===== config.mk =====
export PLATFORM = sky130hd
export DESIGN_NAME = multicycle_adder
export DESIGN_NICKNAME = d
export VERILOG_FILES = /design/src/rtl/adder_pkg.sv /design/src/rtl/chunk_adder.sv /design/src/rtl/multicycle_adder.sv
export SDC_FILE = /design/constraint.sdc
export NUM_CORES = 1
export LEC_CHECK = 0
export BUFFER_PORTS_ARGS = -buffer_cell sky130_fd_sc_hd__buf_4
export CORE_UTILIZATION = 38
export CTS_BUF_LIST = sky130_fd_sc_hd__clkbuf_8
export DETAILED_ROUTE_END_ITERATION = 7
export HOLD_SLACK_MARGIN = 0.02
export PLACE_DENSITY = 0.61
export SYNTH_ARGS = -nofsm -noshare
export SYNTH_HDL_FRONTEND = slang
export SYNTH_SLANG_ARGS = --single-unit
export TNS_END_PERCENT = 1

===== constraint.sdc =====
create_clock -name clk -period 7.3 [get_ports clk]
set_clock_uncertainty 0.2 [all_clocks]
set_input_delay 1.095 -clock clk [delete_from_list [all_inputs] [get_ports clk]]
set_output_delay 1.095 -clock clk [all_outputs]
set_load 0.01 [all_outputs]

===== src/rtl/adder_pkg.sv =====
// adder_pkg: shared encodings for the multi-cycle adder.
//   state_t : FSM states IDLE / CALC / DONE
//   OP_ADD / OP_SUB : value of the 'sub' input selecting the operation
package adder_pkg;

  typedef enum logic [1:0] {
    IDLE = 2'd0,
    CALC = 2'd1,
    DONE = 2'd2
  } state_t;

  localparam logic OP_ADD = 1'b0;
  localparam logic OP_SUB = 1'b1;

endpackage


===== src/rtl/chunk_adder.sv =====
// chunk_adder: combinational W-bit ripple-carry adder built from per-bit
// full-adder equations. One instance handles one chunk per cycle.
// Ports:
//   x, y  in  W  chunk operands
//   Cin   in  1  carry into bit 0
//   s     out W  chunk sum
//   Cout  out 1  carry out of bit W-1
//   Cmsb  out 1  carry into bit W-1 (used for signed overflow)
module chunk_adder #(
  parameter int W = 8
) (
  input  logic [W-1:0] x,
  input  logic [W-1:0] y,
  input  logic         Cin,
  output logic [W-1:0] s,
  output logic         Cout,
  output logic         Cmsb
);

  // w_c[i] is the carry into bit i; w_c[W] is the carry out.
  logic [W:0] w_c;

  assign w_c[0] = Cin;

  generate
    for (genvar gi = 0; gi < W; gi++) begin : g_fa
      assign s[gi]      = x[gi] ^ y[gi] ^ w_c[gi];
      assign w_c[gi+1]  = (x[gi] & y[gi]) | (w_c[gi] & (x[gi] ^ y[gi]));
    end
  endgenerate

  assign Cout = w_c[W];
  assign Cmsb = w_c[W-1];

endmodule


===== src/rtl/multicycle_adder.sv =====
// multicycle_adder: WIDTH-bit add/subtract computed CHUNK bits per cycle.
// Operands are captured in IDLE, NCHUNK = WIDTH/CHUNK cycles of CALC ripple
// the carry through one chunk each, then DONE holds the result until taken.
// WIDTH must be a multiple of CHUNK.
// Ports:
//   clk, rst        clock, synchronous active-high reset
//   in_valid/ready  operand handshake (ready only in IDLE)
//   a, b            WIDTH-bit operands
//   cin             carry-in (add only; sub forces carry-in 1)
//   sub             0 = add, 1 = subtract (a - b)
//   out_valid/ready result handshake (valid only in DONE)
//   sum             WIDTH-bit registered result
//   cout            add: carry out; sub: 1 = no borrow
//   ovf             signed two's-complement overflow
//   zero            sum == 0
module multicycle_adder
  import adder_pkg::*;
#(
  parameter int WIDTH = 32,
  parameter int CHUNK = 8
) (
  input  logic             clk,
  input  logic             rst,
  input  logic             in_valid,
  output logic             in_ready,
  input  logic [WIDTH-1:0] a,
  input  logic [WIDTH-1:0] b,
  input  logic             cin,
  input  logic             sub,
  output logic             out_valid,
  input  logic             out_ready,
  output logic [WIDTH-1:0] sum,
  output logic             cout,
  output logic             ovf,
  output logic             zero
);

  localparam int NCHUNK = WIDTH / CHUNK;
  // One extra bit so the counter can step past the last chunk without wrapping.
  localparam int CW = $clog2(NCHUNK) + 1;
  localparam logic [CW-1:0] LAST_K = CW'(NCHUNK - 1);

  state_t           r_state;
  logic [WIDTH-1:0] r_a;
  logic [WIDTH-1:0] r_b;
  logic [WIDTH-1:0] r_sum;
  logic             r_carry;
  logic [CW-1:0]    r_k;
  logic             r_in_ready;
  logic             r_out_valid;
  logic             r_cout;
  logic             r_ovf;
  logic             r_zero;

  logic [CHUNK-1:0] w_x;
  logic [CHUNK-1:0] w_y;
  logic [CHUNK-1:0] w_s;
  logic             w_cout;
  logic             w_cmsb;
  logic [WIDTH-1:0] w_sum_next;

  // Select chunk r_k of both operands.
  always_comb begin
    w_x = '0;
    w_y = '0;
    for (int i = 0; i < NCHUNK; i++) begin
      if (r_k == CW'(i)) begin
        w_x = r_a[i*CHUNK +: CHUNK];
        w_y = r_b[i*CHUNK +: CHUNK];
      end
    end
  end

  chunk_adder #(
    .W(CHUNK)
  ) u_chunk (
    .x    (w_x),
    .y    (w_y),
    .Cin  (r_carry),
    .s    (w_s),
    .Cout (w_cout),
    .Cmsb (w_cmsb)
  );

  // Sum with chunk r_k replaced; on the last chunk this is the full result,
  // which lets zero be latched in the same cycle as the final chunk.
  always_comb begin
    w_sum_next = r_sum;
    for (int i = 0; i < NCHUNK; i++) begin
      if (r_k == CW'(i)) begin
        w_sum_next[i*CHUNK +: CHUNK] = w_s;
      end
    end
  end

  always_ff @(posedge clk) begin
    if (rst) begin
      r_state     <= IDLE;
      r_a         <= '0;
      r_b         <= '0;
      r_sum       <= '0;
      r_carry     <= 1'b0;
      r_k         <= '0;
      r_in_ready  <= 1'b1;
      r_out_valid <= 1'b0;
      r_cout      <= 1'b0;
      r_ovf       <= 1'b0;
      r_zero      <= 1'b0;
    end else begin
      case (r_state)
        IDLE: begin
          if (in_valid) begin
            r_a        <= a;
            // Subtraction is a + ~b + 1; cin plays no part in that case.
            r_b        <= b ^ {WIDTH{sub}};
            r_carry    <= (sub == OP_SUB) ? 1'b1 : cin;
            r_k        <= '0;
            r_in_ready <= 1'b0;
            r_state    <= CALC;
          end
        end
        CALC: begin
          r_sum   <= w_sum_next;
          r_carry <= w_cout;
          r_k     <= r_k + CW'(1);
          if (r_k == LAST_K) begin
            r_cout      <= w_cout;
            // Carry into MSB differing from carry out of MSB = signed overflow.
            r_ovf       <= w_cout ^ w_cmsb;
            r_zero      <= (w_sum_next == '0);
            r_out_valid <= 1'b1;
            r_state     <= DONE;
          end
        end
        DONE: begin
          // Result registers are left untouched here, so they stay stable
          // for as long as the consumer stalls.
          if (out_ready) begin
            r_out_valid <= 1'b0;
            r_in_ready  <= 1'b1;
            r_state     <= IDLE;
          end
        end
        default: begin
          r_out_valid <= 1'b0;
          r_in_ready  <= 1'b1;
          r_state     <= IDLE;
        end
      endcase
    end
  end

  assign in_ready  = r_in_ready;
  assign out_valid = r_out_valid;
  assign sum       = r_sum;
  assign cout      = r_cout;
  assign ovf       = r_ovf;
  assign zero      = r_zero;

endmodule


==> results of run 1 <==
-- registers in the layout (all words and copies together) (netlist names), 2 cells and up --
| name | cells |
|---|---|
| r_state | 2 |
| r_k | 3 |
| r_b | 32 |
| sum | 32 |
| r_a | 32 |
-- how the worst max path moves through the flow --
stage,endpoint,slack [ns],cells after the start
2_1_floorplan,zero,1.21,24
4_1_cts,zero,0.86,21
5_1_grt,zero,0.40,21
3_5_place_dp,zero,0.91,21
6_report,zero,0.85,21
3_3_place_gp,zero,1.12,21
-- cell type report --
cell class | count | area [um^2]
well taps | 172 | 215
flip-flops and latches | 107 | 2140
repair buffers | 111 | 833
clock inverters | 5 | 28.8
clock buffers | 11 | 151
inverters | 7 | 26.3
fillers | 1312 | 6780
multi-input cells | 417 | 2550
-- worst min-delay path, delay by kind of cell (launching register included) --
kind	cells	cell delay [ns]
AO/OA/AOI/OAI	1	0.05
AND/OR/NAND/NOR	1	0.05
flip-flops	1	0.32
-- kinds of logic (layout without fill, tap and decap cells) --
kind of cell / Yosys count / after routing / synth area share (%)
AOI/OAI and AO/OA: 152 / 152 / 20.1
xor gates and xnor gates: 33 / 33 / 5.78
adders and majority gates: 13 / 13 / 4.46
buffers and inverters: 60 / 134 / 6.23
DFF: 107 / 107 / 42.9
muxes: 5 / 5 / 1.03
and+or+nand+nor: 214 / 214 / 19.5
-- power by group through the flow --
stage / Sequential [mW] / Combinational, mW / Clock [mW]
2_1_floorplan: 0.652 / 0.185 / 0
3_3_place_gp: 0.659 / 0.265 / 0
3_5_place_dp: 0.659 / 0.271 / 0
4_1_cts: 0.645 / 0.271 / 0.338
5_1_grt: 0.650 / 0.300 / 0.362
6_report: 0.645 / 0.270 / 0.333
-- layer usage --
layer	global-route usage (%)	share of wire [%]	up-vias
met5	0	0	-
met4	5.91	1.3	0
met3	3.48	4.7	14
met2	31.5	46	116
met1	26.7	48	1956
li1	-	-	2170
-- placed cells by master (no fill, tap or decap), types with 4 or more instances in the layout --
cell,synthesis,routed
nand2b_1,4,4
a21oi_1,57,57
dfxtp_1,107,107
fa_1,8,8
nor3_1,15,15
nor2_1,79,79
mux2i_1,4,4
xnor2_1,33,33
ha_1,5,5
nand3_1,4,4
clkbuf_8,1,11
a221o_1,4,4
nand2_1,83,83
a221oi_1,12,12
nor4_1,4,4
o21ai_0,11,11
buf_4,5,111
inv_1,7,8
a211oi_1,57,57
==> results.json, run 1 <==
{
  "outcome": "finished, final reports clean",
  "whs_ns": 0.264,
  "rows": 41,
  "grt_setup_unrepaired": "no",
  "fin_nets": 736,
  "max_cap_viol_count": 0,
  "crit_required_ns": 7.39,
  "syn2layout_area_growth_pct": 19.0,
  "worstSetupPathType": "register to register",
  "synth_edf_count": 0,
  "pwr_density_cell_nw_per_um2": 210,
  "final_util_pct": 46.7,
  "synth.area.top_cells": "dfxtp_1, a211oi_1, nand2_1",
  "worst-path-max-fanout": 10,
  "grt_overflow": 0,
  "wire_per_inst_um": 15.1,
  "grt_pass1_wl_um": 20600,
  "dp_cells": 814,
  "crit_top_cell": "fa_1",
  "synth_common_cells": "dfxtp_1, nand2_1, nor2_1",
  "cts_hold_buffers": 0,
  "routed-via-count": 4256,
  "max_freq_mhz": 155,
  "ys_types": 48,
  "grt_pass1_vias": 4201,
  "grt_usage_pct": 19.5,
  "die_h_um": 117,
  "htreeDepth": 3,
  "route.detailed.drc": 0,
  "slew_viol_final": 0,
  "swShare_pct": 29.8,
  "end_kind": "register",
  "setup_viol": 0,
  "diodes": 0,
  "design_area_um2": 5950,
  "grt_antenna_before_repair": 0,
  "relSlewSlack_pct": 21.4,
  "vias_per_cell": 5.13,
  "worstMarginPinSlew_ns": 1.18,
  "ff2ff_path_depth": 21,
  "first_pass_iters": 4,
  "drt-total-wl_um": 12500,
  "hold_path.class": "register to register",
  "coreArea_um2": 12700,
  "worstHoldPathCells": 2,
  "synth_top_area_cell": "dfxtp_1",
  "start_util_pct": 39.3,
  "cp-start-kind": "register",
  "crit_chain": "inv_1 -> ha_1 -> nor2b_1 -> a221oi_1 -> nor3_1 -> a21oi_1 -> fa_1 -> fa_1 -> fa_1 -> fa_1 -> inv_1 -> fa_1 -> inv_1 -> fa_1 -> fa_1 -> inv_1 -> fa_1 -> nor4bb_1 -> mux2_2 -> o2111ai_1 -> o31ai_2",
  "period_share_pct": 88.3,
  "synth_top_area_share_pct": 42.9,
  "port_buffers": 106,
  "die_x_um": 117,
  "worst_hold_startpoint": "r_a[11]",
  "internal-power_mw": 0.876,
  "period_needed_ns": 6.45,
  "synthArstFlopShare_pct": 0,
  "synthFlopType": "dfxtp_1",
  "die_area_um2": 13600,
  "postRouteAntennaNets": 0,
  "cts_tree": "built",
  "dp_slack_ns": 0.909,
  "p_leak_nw": 2.27,
  "worstPathArrival_ns": 6.53,
  "crit_buf_inv": 4,
  "postPlaceCellArea_um2": 5770,
  "clock-sinks": 107,
  "ctsResizeCount": 0,
  "drtIter0Drc": 297,
  "clk_pin_slew_worst_paths_ns": 0.09,
  "cp_slowest_cell": "nor2b_1",
  "io_pins": 107,
  "pwr-share-seq_pct": 51.7,
  "max_stage_delay_ns": 0.54,
  "ir_drop_uv": 89.7,
  "worstHoldEndpoint": "r_a[11]",
  "power.total_mw": 1.25,
  "tns_ns": 0,
  "synth_fp_nets": 667,
  "r2r-end": "zero",
  "crit_family": "adder cells",
  "cts_setup_buffers": 0,
  "fin_cells": 830,
  "ys_ff_latch": 107,
  "clkPwrFrac_pct": 26.7,
  "timing.final.ws_setup_ns": 0.853,
  "synth_cells": 584,
  "crit_path_start": "r_k[1]",
  "reg2reg_from": "r_k[1]",
  "postSynthAreaPerCell_um2": 8.56,
  "ys_warn_count": 0,
  "clockBufferDepth": 2,
  "place_congestion": 0.875,
  "grt_max_degree": 109,
  "root_buffer": "clkbuf_8",
  "synth_area_um2": 5000,
  "synth.most_common_cell": "dfxtp_1",
  "reg2reg_setup_slack_ns": 0.85,
  "p_sw_mw": 0.372,
  "layout-drive-gt1-share_pct": 21.0,
  "yosysSeqAreaShare_pct": 42.9,
  "clkLatencyLatePin_ns": 0.37,
  "cts_made_buffers": 9,
  "combPwrFrac_pct": 21.6,
  "finalHoldViolCount": 0,
  "dp_hpwl_um": 9280
}
Power figures use the tool's default switching activity.
==> run 2: changes to the inputs <==
- REMOVE_ABC_BUFFERS: unset -> 1
==> run 2 against run 1 <==
Effect of this change:
- fmax shrank 0.49%
- design area grew 0.93%
- first-iteration DRC count shrank 24%
- die area is the same
- wire length shrank 2.2%
- worst hold slack lost 0.0041 ns
- non-clock buffer count grew 1
- clock power grew 24%
- critical path type unchanged
- clock-buffer cell count shrank 2
==> results.json, run 2 (synthesized netlist as in run 1, its figures left out) <==
{
  "outcome": "finished, final reports clean",
  "postRouteAntennaNets": 0,
  "power.total_mw": 1.32,
  "grt_overflow": 0,
  "cp-start-kind": "register",
  "dp_hpwl_um": 8660,
  "final_cell_mix": "buf_4, dfxtp_1, nand2_1",
  "ir_drop_uv": 104,
  "slew_viol_final": 0,
  "rows": 41,
  "clkLatencyLatePin_ns": 0.36,
  "multi_input_area_um2": 2550,
  "die_area_um2": 13600,
  "crit_required_ns": 7.38,
  "end_kind": "register",
  "cts_made_buffers": 9,
  "crit_family": "adder cells",
  "period_share_pct": 88.8,
  "layout_commonest_cell": "buf_4",
  "vias_per_cell": 5.17,
  "io_pins": 107,
  "route.detailed.drc": 0,
  "worstMarginPinSlew_ns": 1.09,
  "max_cap_viol_count": 0,
  "drt-total-wl_um": 12200,
  "layout-drive-gt1-share_pct": 21.0,
  "hold_path.class": "register to register",
  "max_freq_mhz": 154,
  "crit_path_start": "r_k[0]",
  "drtIter0Drc": 226,
  "first_pass_iters": 4,
  "fin_nets": 737,
  "ctsResizeCount": 0,
  "grt_pass1_wl_um": 20300,
  "worstSetupPathType": "register to register",
  "htreeDepth": 3,
  "syn2layout_area_growth_pct": 20.1,
  "diodes": 0,
  "cts_setup_buffers": 0,
  "grt_antenna_before_repair": 0,
  "start_util_pct": 39.3,
  "worst-path-max-fanout": 9,
  "max_stage_delay_ns": 0.59,
  "relSlewSlack_pct": 27.2,
  "cts_hold_buffers": 0,
  "root_buffer": "clkbuf_8",
  "grt_pass1_vias": 4039,
  "worst_hold_startpoint": "r_a[5]",
  "setup_viol": 0,
  "port_buffers": 106,
  "routed-via-count": 4288,
  "place_congestion": 0.840,
  "cts_tree": "built",
  "reg2reg_from": "r_k[0]",
  "cp_slowest_cell": "nor2b_1",
  "worstPathArrival_ns": 6.56,
  "grt_usage_pct": 18.9,
  "grt_setup_unrepaired": "no",
  "crit_buf_inv": 4,
  "n_fill_cell": 1291,
  "period_needed_ns": 6.48,
  "grt_max_degree": 109,
  "clock-sinks": 107,
  "die_h_um": 117,
  "tns_ns": 0,
  "die_x_um": 117,
  "p_leak_nw": 2.29,
  "crit_chain": "inv_1 -> ha_1 -> nor2b_1 -> a221oi_1 -> nor3_1 -> a21oi_1 -> fa_1 -> fa_1 -> fa_1 -> fa_1 -> inv_1 -> fa_1 -> inv_1 -> fa_1 -> fa_1 -> inv_1 -> fa_1 -> nor4bb_1 -> mux2_2 -> o2111ai_1 -> o31ai_2",
  "clockBufferDepth": 2,
  "seqCellArea_um2": 2140,
  "coreArea_um2": 12700,
  "wire_per_inst_um": 14.7,
  "clk_pin_slew_worst_paths_ns": 0.10,
  "pwr_density_cell_nw_per_um2": 221,
  "finalHoldViolCount": 0,
  "crit_top_cell": "fa_1"
}
==> run 2: metrics by stage <==
stage,cell area [um^2],setup slack (ns),std cells,hold WS (ns),utilization (%)
global placement,5770,1.04,815,0.242,45.4
floorplan,4710,1.05,531,0.227,-
detailed placement,5770,0.852,815,0.246,45.4
global route,6000,0.389,829,0.284,47.2
finish,6000,0.821,829,0.260,47.2
CTS,6000,0.813,829,0.260,47.2
==> run 2: path summary, 6_finish.rpt <==
kind	end	slack [ns]	depth (start not counted)
max	zero	0.82	21
min	r_a[5]	0.26	2
max reg2reg	zero	0.82	21
min reg2reg	r_a[5]	0.26	2
==> run 2: layout make-up <==
type                            count  area share, %
Clock buffer                        9           2.06
Clock inverter                      5           1.73
Timing Repair Buffer              112           14.0
Multi-Input combinational cell    417           42.5
Inverter                            7          0.438
Sequential cell                   107           35.7
Tap cell                          172           3.59
==> run 2: layer usage <==
metal | vias to the layer above | global-route usage (%) | wire length (um)
li1 | 2169 | - | -
met1 | 1986 | 26.3 | 5940
met2 | 127 | 29.7 | 5470
met3 | 6 | 4.36 | 726
met4 | 0 | 4.56 | 88
met5 | - | 0 | 0
==> run 2: worst register-to-register path, cell delays in order, from the launching register on <==
cell	delay, ns
dfxtp_1	0.35
inv_1	0.12
ha_1	0.29
nor2b_1	0.59
a221oi_1	0.11
nor3_1	0.16
a21oi_1	0.09
fa_1	0.45
fa_1	0.46
fa_1	0.46
fa_1	0.44
inv_1	0.09
fa_1	0.17
inv_1	0.05
fa_1	0.45
fa_1	0.48
inv_1	0.09
fa_1	0.53
nor4bb_1	0.28
mux2_2	0.18
o2111ai_1	0.14
o31ai_2	0.23
==> run 2: report_power, final <==
part / switching [mW] / internal (mW)
Sequential: 0.0235 / 0.620
Clock: 0.189 / 0.224
Combinational: 0.151 / 0.116
Total: 0.364 / 0.960
==> run 3: changes to the inputs <==
- SYNTH_HIERARCHICAL: unset -> 1
==> run 3 against run 2 <==
Effect of this change:
- register-to-register slack better by 0.57 ns
- utilization increased by 0.063 points
- die area is 0.51% lower
- synthesized area shrank 0.53%
- design area is 0.27% lower
- non-clock buffer count fell by 1
- critical endpoint unchanged
- first-iteration DRC count shrank 2.7%
- wire length grew 1.6%
- sequential share of layout area up 0.097 points
- clock power fell by 18%
==> results.json, run 3 <==
{
  "outcome": "finished, final reports clean",
  "synth_area_um2": 4970,
  "layout-drive-gt1-share_pct": 19.4,
  "vias_per_cell": 5.08,
  "synth.most_common_cell": "nand2_1",
  "clockBufferDepth": 2,
  "relSlewSlack_pct": 26.9,
  "finalHoldViolCount": 0,
  "drt-total-wl_um": 12400,
  "synth_common_cells": "nand2_1, dfxtp_1, nor2_1",
  "htreeDepth": 3,
  "grt_pass1_wl_um": 20200,
  "start_util_pct": 39.2,
  "end_kind": "register",
  "pwr_density_cell_nw_per_um2": 206,
  "synth.area.top_cells": "dfxtp_1, nand2_1, a21oi_1",
  "synth_cells": 607,
  "cts_tree": "built",
  "highest_layer": "met4",
  "hold_path.class": "register to register",
  "root_buffer": "clkbuf_8",
  "postRouteAntennaNets": 0,
  "place_congestion": 0.815,
  "yosysSeqAreaShare_pct": 43.1,
  "wire_per_inst_um": 14.5,
  "max_freq_mhz": 169,
  "synthFlopType": "dfxtp_1",
  "drtIter0Drc": 220,
  "cts_made_buffers": 9,
  "max_cap_viol_count": 0,
  "fin_cells": 854,
  "dp_cells": 838,
  "cts_hold_buffers": 0,
  "die_h_um": 116,
  "ys_warn_count": 6,
  "route.detailed.drc": 0,
  "clock-sinks": 107,
  "reg2reg_setup_slack_ns": 1.39,
  "synth_edf_count": 0,
  "slew_viol_final": 0,
  "wl_met1_um": 6030,
  "worstMarginPinSlew_ns": 1.10,
  "synth_top_area_share_pct": 43.1,
  "rows": 41,
  "wl_met2_um": 5560,
  "first_pass_iters": 5,
  "grt_antenna_before_repair": 0,
  "setup_viol": 0,
  "grt_pass1_vias": 4151,
  "worstPathArrival_ns": 6.02,
  "final_cell_mix": "nand2_1, buf_4, dfxtp_1",
  "cts_setup_buffers": 0,
  "grt_max_degree": 98,
  "grt_usage_pct": 19.2,
  "worst-path-max-fanout": 16,
  "cp-start-kind": "register",
  "period_needed_ns": 5.91,
  "tns_ns": 0,
  "syn2layout_area_growth_pct": 20.4,
  "crit_required_ns": 7.41,
  "worstSetupPathType": "register to register",
  "coreArea_um2": 12700,
  "dp_hpwl_um": 8930,
  "die_x_um": 116,
  "synthArstFlopShare_pct": 0,
  "ys_types": 38,
  "postSynthAreaPerCell_um2": 8.19,
  "port_buffers": 106,
  "ctsResizeCount": 0,
  "period_share_pct": 81.0,
  "io_pins": 107,
  "grt_setup_unrepaired": "no",
  "ys_ff_latch": 107,
  "diodes": 0,
  "grt_overflow": 0,
  "die_area_um2": 13500,
  "ir_drop_uv": 88.5,
  "wl_met3_um": 710,
  "p_leak_nw": 2.33,
  "synth_top_area_cell": "dfxtp_1",
  "clkLatencyLatePin_ns": 0.38,
  "clk_pin_slew_worst_paths_ns": 0.11,
  "fin_nets": 760,
  "routed-via-count": 4336,
  "layout_commonest_cell": "nand2_1"
}
-- run 3: layout make-up --
cell class | instances | area (um^2)
fill | 1253 | 6690
multi-input combinational | 435 | 2560
sequential | 107 | 2140
timing repair buffer | 111 | 833
tap | 172 | 215
clock buffer | 11 | 151
inverter | 13 | 48.8
clock inverter | 5 | 28.8
-- run 3: kinds of logic (layout without fill, tap and decap cells) --
family | after synthesis | after routing | share of synthesized area (%)
AOI/OAI and AO/OA | 155 | 155 | 19.9
xor gates and xnor gates | 33 | 33 | 5.81
adders and majority gates | 13 | 13 | 4.48
buffers and inverters | 65 | 140 | 5.46
DFF | 107 | 107 | 43.1
muxes | 14 | 14 | 2.84
and+or+nand+nor | 220 | 220 | 18.4
-- run 3: stage by stage --
stage | power [mW] | util [%] | setup slack [ns] | instance area, um^2 | hold WS, ns
3_5_place_dp | 0.904 | 45.8 | 1.39 | 5800 | 0.247
4_1_cts | 1.24 | 47.2 | 1.35 | 5980 | 0.259
2_1_floorplan | 0.799 | - | 1.71 | 4750 | 0.230
5_1_grt | 1.29 | 47.2 | 0.960 | 5980 | 0.281
3_3_place_gp | 0.896 | 45.8 | 1.56 | 5800 | 0.243
6_report | 1.23 | 47.2 | 1.39 | 5980 | 0.260
-- run 3: critical path, cell delays in order, from the launching register on --
cell,delay [ns]
dfxtp_1,0.41
inv_1,0.09
ha_1,0.19
or2b_4,0.29
nor2_2,0.16
a221oi_1,0.31
o31ai_1,0.13
fa_1,0.44
inv_1,0.08
fa_1,0.17
inv_1,0.05
fa_1,0.37
fa_1,0.39
fa_1,0.39
fa_1,0.38
inv_1,0.08
fa_1,0.16
inv_1,0.07
fa_1,0.53
or3_1,0.38
a2111oi_2,0.28
o21ai_1,0.12
o31ai_2,0.17
-- run 3: report_power, final --
part,total [mW],leakage [nW],internal [mW],switching [mW]
sequential,0.641,0.876,0.618,0.0230
clock,0.340,0.0925,0.141,0.200
combinational,0.249,1.36,0.106,0.143
total,1.23,2.33,0.864,0.366
-- run 3: per-layer routing --
metal,track usage [%],vias to the layer above
met3,4.15,10
met2,29.7,144
met1,27.1,1982
li1,-,2200
met5,0,-
met4,4.62,0
-- run 3: worst paths after layout --
path,start,to,depth (start not counted)
worst min-delay path,r_a[5],r_a[5],2
worst max register to register,r_k[0],zero,22
worst max-delay path,r_k[0],zero,22
worst min register to register,r_a[5],r_a[5],2
